## config.mk

```make
export PLATFORM = sky130hd
export DESIGN_NAME = adc_power_sequencer
export DESIGN_NICKNAME = d
export VERILOG_FILES = /design/src/rtl/adc_power_sequencer.sv
export SDC_FILE = /design/constraint.sdc
export NUM_CORES = 1
export LEC_CHECK = 0
export BUFFER_PORTS_ARGS = -buffer_cell sky130_fd_sc_hd__buf_2
export CORE_ASPECT_RATIO = 1.5
export CORE_UTILIZATION = 42
export DETAILED_ROUTE_END_ITERATION = 10
export PLACE_DENSITY_LB_ADDON = 0.15
export SETUP_SLACK_MARGIN = 0.5
export SKIP_CTS_REPAIR_TIMING = 1
export SLEW_MARGIN = 10
export SYNTH_ARGS = -nofsm -noshare
export SYNTH_HDL_FRONTEND = slang
export SYNTH_SLANG_ARGS = --single-unit
```

## constraint.sdc

```tcl
create_clock -name aclk -period 6 [get_ports aclk]
set_input_delay 1.8 -clock aclk [delete_from_list [all_inputs] [get_ports aclk]]
set_output_delay 1.8 -clock aclk [all_outputs]
set_load 0.02 [all_outputs]
```

## src/rtl/adc_power_sequencer.sv

```systemverilog
// ADC front-end power sequencer: ordered rail bring-up, single AXIS init beat, reverse power-down.
// Define ADC_SEQ_TIMEOUT_EN to add an AXIS handshake timeout that ends in the FAULT state.
module adc_power_sequencer #(
  parameter int DLY_W    = 16,
  parameter int PWR_DLY  = 1000,
  parameter int REF_DLY  = 1000,
  parameter int IO_DLY   = 100,
  parameter int AMP_DLY  = 1000,
  parameter int RST_DLY  = 100,
  parameter int DOWN_DLY = 100,
  parameter int TIMEOUT  = 4096
) (
  input  logic        aclk,
  input  logic        areset,
  input  logic        start,
  input  logic        stop,
  input  logic [31:0] init_word,
  output logic        pwr_en,
  output logic        ref_en,
  output logic        io_en,
  output logic        diffamp_en,
  output logic        opamp_en,
  output logic        adc_resetn,
  output logic [31:0] m_axis_tdata,
  output logic        m_axis_tvalid,
  input  logic        m_axis_tready,
  output logic        ready,
  output logic        busy,
  output logic        fault,
  output logic [3:0]  state
);

  typedef enum logic [3:0] {
    ST_IDLE = 4'd0, ST_PWR = 4'd1, ST_REF = 4'd2, ST_IO = 4'd3, ST_AMP = 4'd4,
    ST_RST = 4'd5, ST_CFG = 4'd6, ST_READY = 4'd7, ST_PD_RST = 4'd8, ST_PD_AMP = 4'd9,
    ST_PD_IO = 4'd10, ST_PD_REF = 4'd11, ST_PD_PWR = 4'd12, ST_FAULT = 4'd13
  } state_t;

  typedef struct packed {
    logic pwr;
    logic vref;
    logic io;
    logic amp;
    logic rstn;
  } rails_t;

  localparam logic [DLY_W-1:0] PWR_D  = DLY_W'(PWR_DLY);
  localparam logic [DLY_W-1:0] REF_D  = DLY_W'(REF_DLY);
  localparam logic [DLY_W-1:0] IO_D   = DLY_W'(IO_DLY);
  localparam logic [DLY_W-1:0] AMP_D  = DLY_W'(AMP_DLY);
  localparam logic [DLY_W-1:0] RST_D  = DLY_W'(RST_DLY);
  localparam logic [DLY_W-1:0] DOWN_D = DLY_W'(DOWN_DLY);
  localparam longint DLY_LIM = longint'(1) << DLY_W;

  if (DLY_W < 1 || TIMEOUT < 1) begin : g_bad_param
    $error("adc_power_sequencer: DLY_W and TIMEOUT must be at least 1");
  end
  if (PWR_DLY >= DLY_LIM || REF_DLY >= DLY_LIM || IO_DLY >= DLY_LIM ||
      AMP_DLY >= DLY_LIM || RST_DLY >= DLY_LIM || DOWN_DLY >= DLY_LIM) begin : g_dly_trunc
    $warning("adc_power_sequencer: a settling delay exceeds DLY_W bits and is truncated");
  end

  state_t           state_q, state_d;
  logic [DLY_W-1:0] cnt_q, cnt_d;
  logic [31:0]      word_q, word_d, tdata_q, tdata_d;
  logic             tvalid_q, tvalid_d, ready_q, ready_d, busy_q, busy_d;
  rails_t           rails_q, rails_d;
  logic             expire;
`ifdef ADC_SEQ_TIMEOUT_EN
  localparam int TO_W = $clog2(TIMEOUT + 1);
  logic [TO_W-1:0]  to_q, to_d;
  logic             fault_q, fault_d;
`endif

  function automatic logic [DLY_W-1:0] entry_dly(input state_t s);
    case (s)
      ST_PWR:  return PWR_D;
      ST_REF:  return REF_D;
      ST_IO:   return IO_D;
      ST_AMP:  return AMP_D;
      ST_RST:  return RST_D;
      ST_PD_RST, ST_PD_AMP, ST_PD_IO, ST_PD_REF, ST_PD_PWR: return DOWN_D;
      default: return '0;
    endcase
  endfunction

  // A delay of 0 or 1 both give a one-cycle dwell.
  assign expire = (cnt_q <= DLY_W'(1));

  always_comb begin
    // NOTE: every variable gets a default before the case so no path leaves it unassigned (no latches).
    state_d  = state_q;
    cnt_d    = (cnt_q != '0) ? cnt_q - DLY_W'(1) : '0;
    word_d   = word_q;
    tdata_d  = tdata_q;
    tvalid_d = tvalid_q;
    rails_d  = rails_q;
`ifdef ADC_SEQ_TIMEOUT_EN
    to_d     = to_q;
    fault_d  = fault_q;
`endif

    case (state_q)
      ST_IDLE, ST_FAULT: if (start && !stop) begin
        state_d = ST_PWR;
        word_d  = init_word;
`ifdef ADC_SEQ_TIMEOUT_EN
        fault_d = 1'b0;
`endif
      end
      ST_PWR:   if (stop) state_d = ST_PD_RST; else if (expire) state_d = ST_REF;
      ST_REF:   if (stop) state_d = ST_PD_RST; else if (expire) state_d = ST_IO;
      ST_IO:    if (stop) state_d = ST_PD_RST; else if (expire) state_d = ST_AMP;
      ST_AMP:   if (stop) state_d = ST_PD_RST; else if (expire) state_d = ST_RST;
      ST_RST:   if (stop) state_d = ST_PD_RST; else if (expire) state_d = ST_CFG;
      ST_CFG: begin
        // tvalid low while still in CFG means the beat went out last cycle.
        if (stop) begin
          state_d  = ST_PD_RST;
          tvalid_d = 1'b0;
        end else if (tvalid_q && m_axis_tready) begin
          tvalid_d = 1'b0;
        end else if (!tvalid_q) begin
          state_d = ST_READY;
`ifdef ADC_SEQ_TIMEOUT_EN
        end else if (to_q == TO_W'(TIMEOUT - 1)) begin
          state_d  = ST_PD_RST;
          tvalid_d = 1'b0;
          fault_d  = 1'b1;
        end else begin
          to_d = to_q + TO_W'(1);
`endif
        end
      end
      ST_READY:  if (stop) state_d = ST_PD_RST;
      ST_PD_RST: if (expire) state_d = ST_PD_AMP;
      ST_PD_AMP: if (expire) state_d = ST_PD_IO;
      ST_PD_IO:  if (expire) state_d = ST_PD_REF;
      ST_PD_REF: if (expire) state_d = ST_PD_PWR;
`ifdef ADC_SEQ_TIMEOUT_EN
      ST_PD_PWR: if (expire) state_d = fault_q ? ST_FAULT : ST_IDLE;
`else
      ST_PD_PWR: if (expire) state_d = ST_IDLE;
`endif
      default:   state_d = ST_IDLE;
    endcase

    if (state_d != state_q) begin
      cnt_d = entry_dly(state_d);
`ifdef ADC_SEQ_TIMEOUT_EN
      to_d  = '0;
`endif
      if (state_d == ST_CFG) begin
        tvalid_d = 1'b1;
        tdata_d  = word_q;
      end
    end

    // Rails are driven from the next state so each enable changes in the first cycle of its state.
    case (state_d)
      ST_IDLE, ST_FAULT: rails_d = '0;
      ST_PWR:    rails_d.pwr  = 1'b1;
      ST_REF:    rails_d.vref = 1'b1;
      ST_IO:     rails_d.io   = 1'b1;
      ST_AMP:    rails_d.amp  = 1'b1;
      ST_RST:    rails_d.rstn = 1'b1;
      ST_PD_RST: rails_d.rstn = 1'b0;
      ST_PD_AMP: rails_d.amp  = 1'b0;
      ST_PD_IO:  rails_d.io   = 1'b0;
      ST_PD_REF: rails_d.vref = 1'b0;
      ST_PD_PWR: rails_d.pwr  = 1'b0;
      default:   ;
    endcase

    ready_d = (state_d == ST_READY);
    busy_d  = !(state_d inside {ST_IDLE, ST_READY, ST_FAULT});
  end

  // NOTE: sequential state uses non-blocking assignments only; the async reset clears every register.
  always_ff @(posedge aclk or posedge areset) begin
    if (areset) begin
      state_q  <= ST_IDLE;
      cnt_q    <= '0;
      word_q   <= '0;
      tdata_q  <= '0;
      tvalid_q <= 1'b0;
      rails_q  <= '0;
      ready_q  <= 1'b0;
      busy_q   <= 1'b0;
`ifdef ADC_SEQ_TIMEOUT_EN
      to_q     <= '0;
      fault_q  <= 1'b0;
`endif
    end else begin
      state_q  <= state_d;
      cnt_q    <= cnt_d;
      word_q   <= word_d;
      tdata_q  <= tdata_d;
      tvalid_q <= tvalid_d;
      rails_q  <= rails_d;
      ready_q  <= ready_d;
      busy_q   <= busy_d;
`ifdef ADC_SEQ_TIMEOUT_EN
      to_q     <= to_d;
      fault_q  <= fault_d;
`endif
    end
  end

  assign pwr_en        = rails_q.pwr;
  assign ref_en        = rails_q.vref;
  assign io_en         = rails_q.io;
  assign diffamp_en    = rails_q.amp;
  assign opamp_en      = rails_q.amp;
  assign adc_resetn    = rails_q.rstn;
  assign m_axis_tdata  = tdata_q;
  assign m_axis_tvalid = tvalid_q;
  assign ready         = ready_q;
  assign busy          = busy_q;
  assign state         = state_q;
`ifdef ADC_SEQ_TIMEOUT_EN
  assign fault         = fault_q;
`else
  assign fault         = 1'b0;
`endif

endmodule

```

==> results.md, run 1 <==
* Final setup fails at 0
* CTS tree: yes
* Final Net Count at 466
* WL final at 8.36 mm
* Worst-path clk slew at 0.06 ns
* PwrDens at 433 nW/um2
* Clock skew after layout at 0.00585 ns
* Fill cells at 875
* FFs w/ async S/R, synth at 1.00
* DRT Pass-1 Iters at 9
* Largest net degree at the start of global routing at 50
* Max IR drop VDD at 250 uV
* Critical path endpoint category: flop
* Syn Area/Cell at 12.5 um2
* Sequential area share after synthesis at 0.535
* Static leakage at 2.56 nW
* DIE AREA at 10700 um2
* Site Rows at 44
* Cell chain of the critical path: buf_2, nor2b_1, nor4_1, nor2_1, a32oi_2, nand3_4, mux2_4
* Post-Synthesis Net Count at 387
* Clock root buffer: clkbuf_16
* CP required at 6.22 ns
* Grt total ovfl at 0
* Cell Count Post-Placement at 527
* CP max stage cell: nand3_4
* Fin crit share at 0.682
* Layout cells sized above 1 at 0.409
* Starting Density at 0.439
* Max Cap Violations at 0
* Synth area leaders: dfrtp_1, mux2_4, mux2_2, nor2_1, ha_1
* Core ar. at 9800 um2
* Reg2reg path depth at 10
* H-Tree Depth at 3
* Hold Path Depth at 1
* Post-synth EDFFs at 0
* Area of the multi-input gates at 1880 um2
* Status: finished, violations left
* Crit path max fanout at 33
* Crit path max-delay family: simple AND/OR/NAND/NOR gates
* Reg area at 2300 um2
* Final TNS setup at 0 ns
* Violated checks: design-rule violations
* Startpoint types: primary input
* Chip height at 126 um
* Min cycle time layout at 4.09 ns
* Slowest stage delay, CP at 0.66 ns
* RSZ-0062 raised after global routing: no
* Syn. warnings at 0
* Final hold violation count at 0
* Fin cells at 543
* Routed vias/inst at 5.33
* WP depth at 7
* Buf+Inv Stages, Crit Path at 1
* Worst Max-Slew Pin Slew at 0.738 ns
* Top cell type's share of synthesized area at 0.535
* PortBufs at 81
* Hpwl dp at 5.91 mm
* Routed vias at 2892
* First-pass GRT wire length at 14.0 mm
* Gr usage total at 0.169
* Remaining DRCs at 3
* Number of global-route vias before repair at 2991
* Hold Path Class: flop to flop
* #FFs+latches synth at 92
* Synth cell types at 53
* Total CTS buffers at 9
* Worst-Skew Late Latency at 0.34 ns
* Avg WL per Cell at 15.4 um
* Area leader, netlist: dfrtp_1
* Relative slew margins at 0.508
* Arrival @ worst endpoint at 4.31 ns
* Crit path kind: primary input to flop
* Sink Count at 92
* Drt first-iter violations at 106
* RD Place Congestion at 0.911
* Diodes inserted at 0
* Ys flop type: dfrtp_1
* Slew Viols, Final at 0
* Area grow syn2layout at 18.8%
* CTS Buffer Depth at 2
* Post-synthesis instance area at 4300 um2
* Total power at 2.21 mW
* Maximum clock frequency at 244 MHz
* Initial antenna violation count at 0
* Die Wd at 84.6 um
* IO Count at 83
* Synth Instances at 344
* Routed Antenna Nets at 0
==> cells in the final DEF, fill, tap and decap left out, types with 3 or more instances in the layout <==
cell,count
clkbuf_16,9
ha_1,6
xor2_1,6
dfrtp_1,92
mux2_2,35
o21ai_0,13
nand2b_1,4
nor2_1,29
nor3_1,10
inv_1,10
nand2_1,19
nand3_1,5
a21oi_1,12
buf_2,81
nor2b_1,3
mux2_4,29
xnor2_1,8
o22ai_1,4
==> sequential cells by signal, indices dropped and copies added (netlist names) <==
| name | cells |
|---|---|
| word_q | 32 |
| state | 4 |
| m_axis_tvalid | 1 |
| io_en | 1 |
| ref_en | 1 |
| pwr_en | 1 |
| cnt_q | 16 |
| m_axis_tdata | 32 |
| adc_resetn | 1 |
| ready | 1 |
| diffamp_en | 1 |
| busy | 1 |
==> stage by stage <==
| stage | util | setup slack [ns] | hold WS [ns] | instance area, um2 |
|---|---|---|---|---|
| 2_1_floorplan | - | 1.81 | 0.469 | 4300 |
| 3_3_place_gp | 0.489 | 1.62 | 0.481 | 4790 |
| 3_5_place_dp | 0.489 | 1.56 | 0.489 | 4790 |
| 4_1_cts | 0.521 | 1.92 | 0.500 | 5110 |
| 5_1_grt | 0.521 | 1.75 | 0.508 | 5110 |
| 6_report | 0.521 | 1.91 | 0.498 | 5110 |
==> cell type report <==
class	instances	area share
clock inverter	4	0.0142
timing repair buffer	83	0.0823
tap	115	0.0282
sequential	92	0.451
multi-input combinational	225	0.367
inverter	12	0.00906
clock buffer	12	0.0482
==> logic make-up (layout without fill, tap and decap cells) <==
group / after synthesis / count (layout) / synth area share
AOI/OAI and AO/OA: 53 / 53 / 0.0864
xor gates and xnor gates: 14 / 14 / 0.0285
adders and majority gates: 6 / 6 / 0.0175
buffers and inverters: 27 / 111 / 0.0308
DFF: 92 / 92 / 0.535
muxes: 64 / 64 / 0.193
other: 1 / 1 / 0.000872
and+or+nand+nor: 87 / 87 / 0.108
==> power by group <==
part	total (mW)	switching [mW]	internal, mW
clock	0.596	0.221	0.376
sequential	0.940	0.144	0.795
combinational	0.679	0.376	0.303
total	2.21	0.741	1.47
==> synth_stat cells, types with 3 or more instances <==
master and n:
nor2b_1 3, mux2_2 35, nor2_1 29, o22ai_1 4, nand2b_1 4, xor2_1 6
dfrtp_1 92, nand2_1 19, clkbuf_1 9, a21oi_1 12, ha_1 6, inv_1 11
nand3_1 5, o21ai_0 13, buf_6 3, mux2_4 29, xnor2_1 8, nor3_1 10
==> metal layers <==
layer / global-route usage / vias to the layer above / wire length, um
met5: 0 / - / 0
met4: 0.0818 / 0 / 218
met3: 0.0478 / 20 / 384
met2: 0.278 / 85 / 4210
met1: 0.203 / 1419 / 3550
li1: - / 1368 / -
==> path summary, 6_finish.rpt <==
path / from / end / slack, ns
max reg2reg: cnt_q[0]$_DFF_PP0_ / m_axis_tdata[3]$_DFFE_PP0P_ / 2.59
min in group asynchronous: areset / word_q[18]$_DFFE_PP0P_ / 1.56
min reg2reg: word_q[25]$_DFFE_PP0P_ / m_axis_tdata[25]$_DFFE_PP0P_ / 0.50
max: stop / m_axis_tdata[3]$_DFFE_PP0P_ / 1.91
max in group asynchronous: areset / cnt_q[4]$_DFF_PP0_ / 3.37
min: word_q[25]$_DFFE_PP0P_ / m_axis_tdata[25]$_DFFE_PP0P_ / 0.50
(Power assumes the default switching activity.)
==> inputs of run 2 (changes only) <==
Settings changed: ABC_AREA from default to 1.
Clock period 6 ns to 3.49 ns, I/O delays scaled along.
==> run 2 against run 1 <==
  * The run now ends clean
  * Sequential share of layout area down 2.1 points
  * Combinational power grew 86%
  * Total power up 76%
  * Via count grew 19%
  * Highest routed layer unchanged
==> results.md, run 2 <==
* Synth Area in XOR/XNOR at 0.0255
* PwrDens at 727 nW/um2
* Initial antenna violation count at 0
* Fill cells at 1028
* WL final at 9.79 mm
* Syn Area/Cell at 9.22 um2
* RD Place Congestion at 0.837
* Most common cell after layout, fill and taps aside: nand2_1
* IO Count at 83
* Area grow syn2layout at 20.0%
* Top-count cell post-synth: nand2_1
* Fin crit share at 0.784
* Gr usage total at 0.193
* Pre-CTS setup slack at 0.413 ns
* Starting Density at 0.436
* Syn. warnings at 0
* Hold Path Class: flop to flop
* Core ar. at 10200 um2
* Crit path max fanout at 33
* Chip height at 128 um
* First-pass GRT wire length at 16.3 mm
* Maximum clock frequency at 365 MHz
* Simple-gate share of the synthesized area at 0.284
* H-Tree Depth at 3
* Synth area leaders: dfrtp_1, nand2_1, mux2_2, nand3_1, nor2_1
* Worst Max-Slew Pin Slew at 0.799 ns
* PnR worst setup slack at 0.753 ns
* CTS tree: yes
* CTS Buffer Depth at 2
* Cell area after layout at 5360 um2
* Synth cell types at 34
* Final Net Count at 608
* Max Cap Violations at 0
* Remaining DRCs at 0
* Final hold violation count at 0
* Largest net degree at the start of global routing at 63
* Routed Antenna Nets at 0
* PortBufs at 81
* Drt first-iter violations at 128
* Sink Count at 92
* Slew Viols, Final at 0
* Clock skew after layout at 0.0104 ns
* Adder-cell share of the synthesized area at 0.0168
* Top cell type's share of synthesized area at 0.516
* Synth Instances at 484
* Avg WL per Cell at 13.8 um
* Number of global-route vias before repair at 3457
* Layout cells sized above 1 at 0.305
* Grt total ovfl at 0
* Max IR drop VDD at 358 uV
* Main combinational cell family by area after synthesis: simple AND/OR/NAND/NOR gates
* Final TNS setup at 0 ns
* Post-synth EDFFs at 0
* Post-DP Area at 4970 um2
* Routed vias at 3446
* Post-Synthesis Net Count at 527
* Status: completed
* Clock root buffer: clkbuf_16
* Mux cell area share after synthesis at 0.0807
* #FFs+latches synth at 92
* Ys flop type: dfrtp_1
* DIE AREA at 11100 um2
* Crit path kind: flop to flop
* Relative slew margins at 0.467
* Worst-Skew Late Latency at 0.34 ns
* Die Wd at 86.2 um
* DRT Pass-1 Iters at 4
* Arrival @ worst endpoint at 2.97 ns
* Static leakage at 2.95 nW
* Hpwl dp at 7.06 mm
* Min cycle time layout at 2.74 ns
* Post-synthesis instance area at 4460 um2
* Sequential area share after synthesis at 0.516
* Worst-path clk slew at 0.07 ns
* Commonest non-fill, non-tap cells in the layout: nand2_1, dfrtp_1, buf_2, nand3_1, nor2_1
* RSZ-0062 raised after global routing: no
* Final setup fails at 0
* Routed vias/inst at 4.85
* Startpoint types: flop
* Total CTS buffers at 9
* Site Rows at 45
* Commonest cells post-synth: nand2_1, dfrtp_1, nand3_1
* FFs w/ async S/R, synth at 1.00
* Compound-cell area share of the yosys netlist at 0.0216
* Critical path endpoint category: flop
* CP required at 3.72 ns
* Diodes inserted at 0
* Area leader, netlist: dfrtp_1
run 2: cell count changes in the layout (fill, tap and decap cells not counted), sizes merged, moves of 6 or more:
cell   change
inv       +22
mux2      -32
nand2    +135
nand3     +50
nor2      +13
o21ai      -6
run 2: stage by stage:
step	hold slack, ns	std cells	power [mW]	util
floorplan	0.450	484	2.50	-
global placement	0.454	693	2.74	0.485
detailed placement	0.454	693	2.78	0.485
CTS	0.474	709	3.91	0.519
global route	0.488	711	4.15	0.523
finish	0.470	711	3.89	0.523
run 2: layout make-up:
class | count | area [um2] | area share
clock buffers | 9 | 225 | 0.0421
inverters | 33 | 128 | 0.0238
repair buffers | 88 | 465 | 0.0869
multi-input cells | 341 | 1940 | 0.362
flip-flops and latches | 92 | 2300 | 0.430
well taps | 141 | 176 | 0.0329
clock inverters | 7 | 121 | 0.0227
run 2: path summary, 6_finish.rpt:
check                                       startpoint                           end  slack (ns)  depth (start not counted)
max                                 cnt_q[0]$_DFF_PP0_  m_axis_tdata[26]$_DFFE_PP0P_        0.75                         18
min                        m_axis_tdata[2]$_DFFE_PP0P_   m_axis_tdata[2]$_DFFE_PP0P_        0.47                          2
max reg2reg                         cnt_q[0]$_DFF_PP0_  m_axis_tdata[26]$_DFFE_PP0P_        0.75                         18
min reg2reg                m_axis_tdata[2]$_DFFE_PP0P_   m_axis_tdata[2]$_DFFE_PP0P_        0.47                          2
max in group asynchronous                       areset            state[3]$_DFF_PP0_        2.00                          3
min in group asynchronous                       areset        word_q[11]$_DFFE_PP0P_        0.80                          3
run 2: kinds of logic (layout without fill, tap and decap cells):
group           Yosys count  in the layout
other cells               1              1
simple gates            272            272
buf+inv                  51            137
flops                    92             92
mux                      32             32
xor+xnor                 13             13
compound gates           17             17
fa+ha+maj                 6              6
run 2: where the power goes:
| group | switching, mW | leakage (nW) | internal, mW | total, mW |
|---|---|---|---|---|
| clock | 0.417 | 0.170 | 0.705 | 1.12 |
| sequential | 0.175 | 1.20 | 1.34 | 1.51 |
| combinational | 0.784 | 1.57 | 0.475 | 1.26 |
run 2: metal layers:
metal | part of all wire | vias up | wire, um | global-route usage
met5 | 0 | - | 0 | 0
met4 | 0.018 | 0 | 180 | 0.0784
li1 | - | 1722 | - | -
met1 | 0.40 | 1641 | 3950 | 0.221
met3 | 0.044 | 12 | 427 | 0.0431
met2 | 0.53 | 71 | 5230 | 0.343
run 2: worst max-delay path, stage by stage, from the launching register on:
cell and delay [ns]:
dfrtp_1 0.41, inv_1 0.11, ha_1 0.19, inv_1 0.08
nand2_1 0.09, nand2_1 0.06, nor2_2 0.11, nand2_2 0.13
nand2_1 0.12, inv_1 0.04, nor2_1 0.15, nand3_2 0.16
inv_1 0.13, ha_1 0.17, inv_1 0.10, nor2_8 0.18
nand2_8 0.17, nand2_1 0.12, nand2_1 0.05
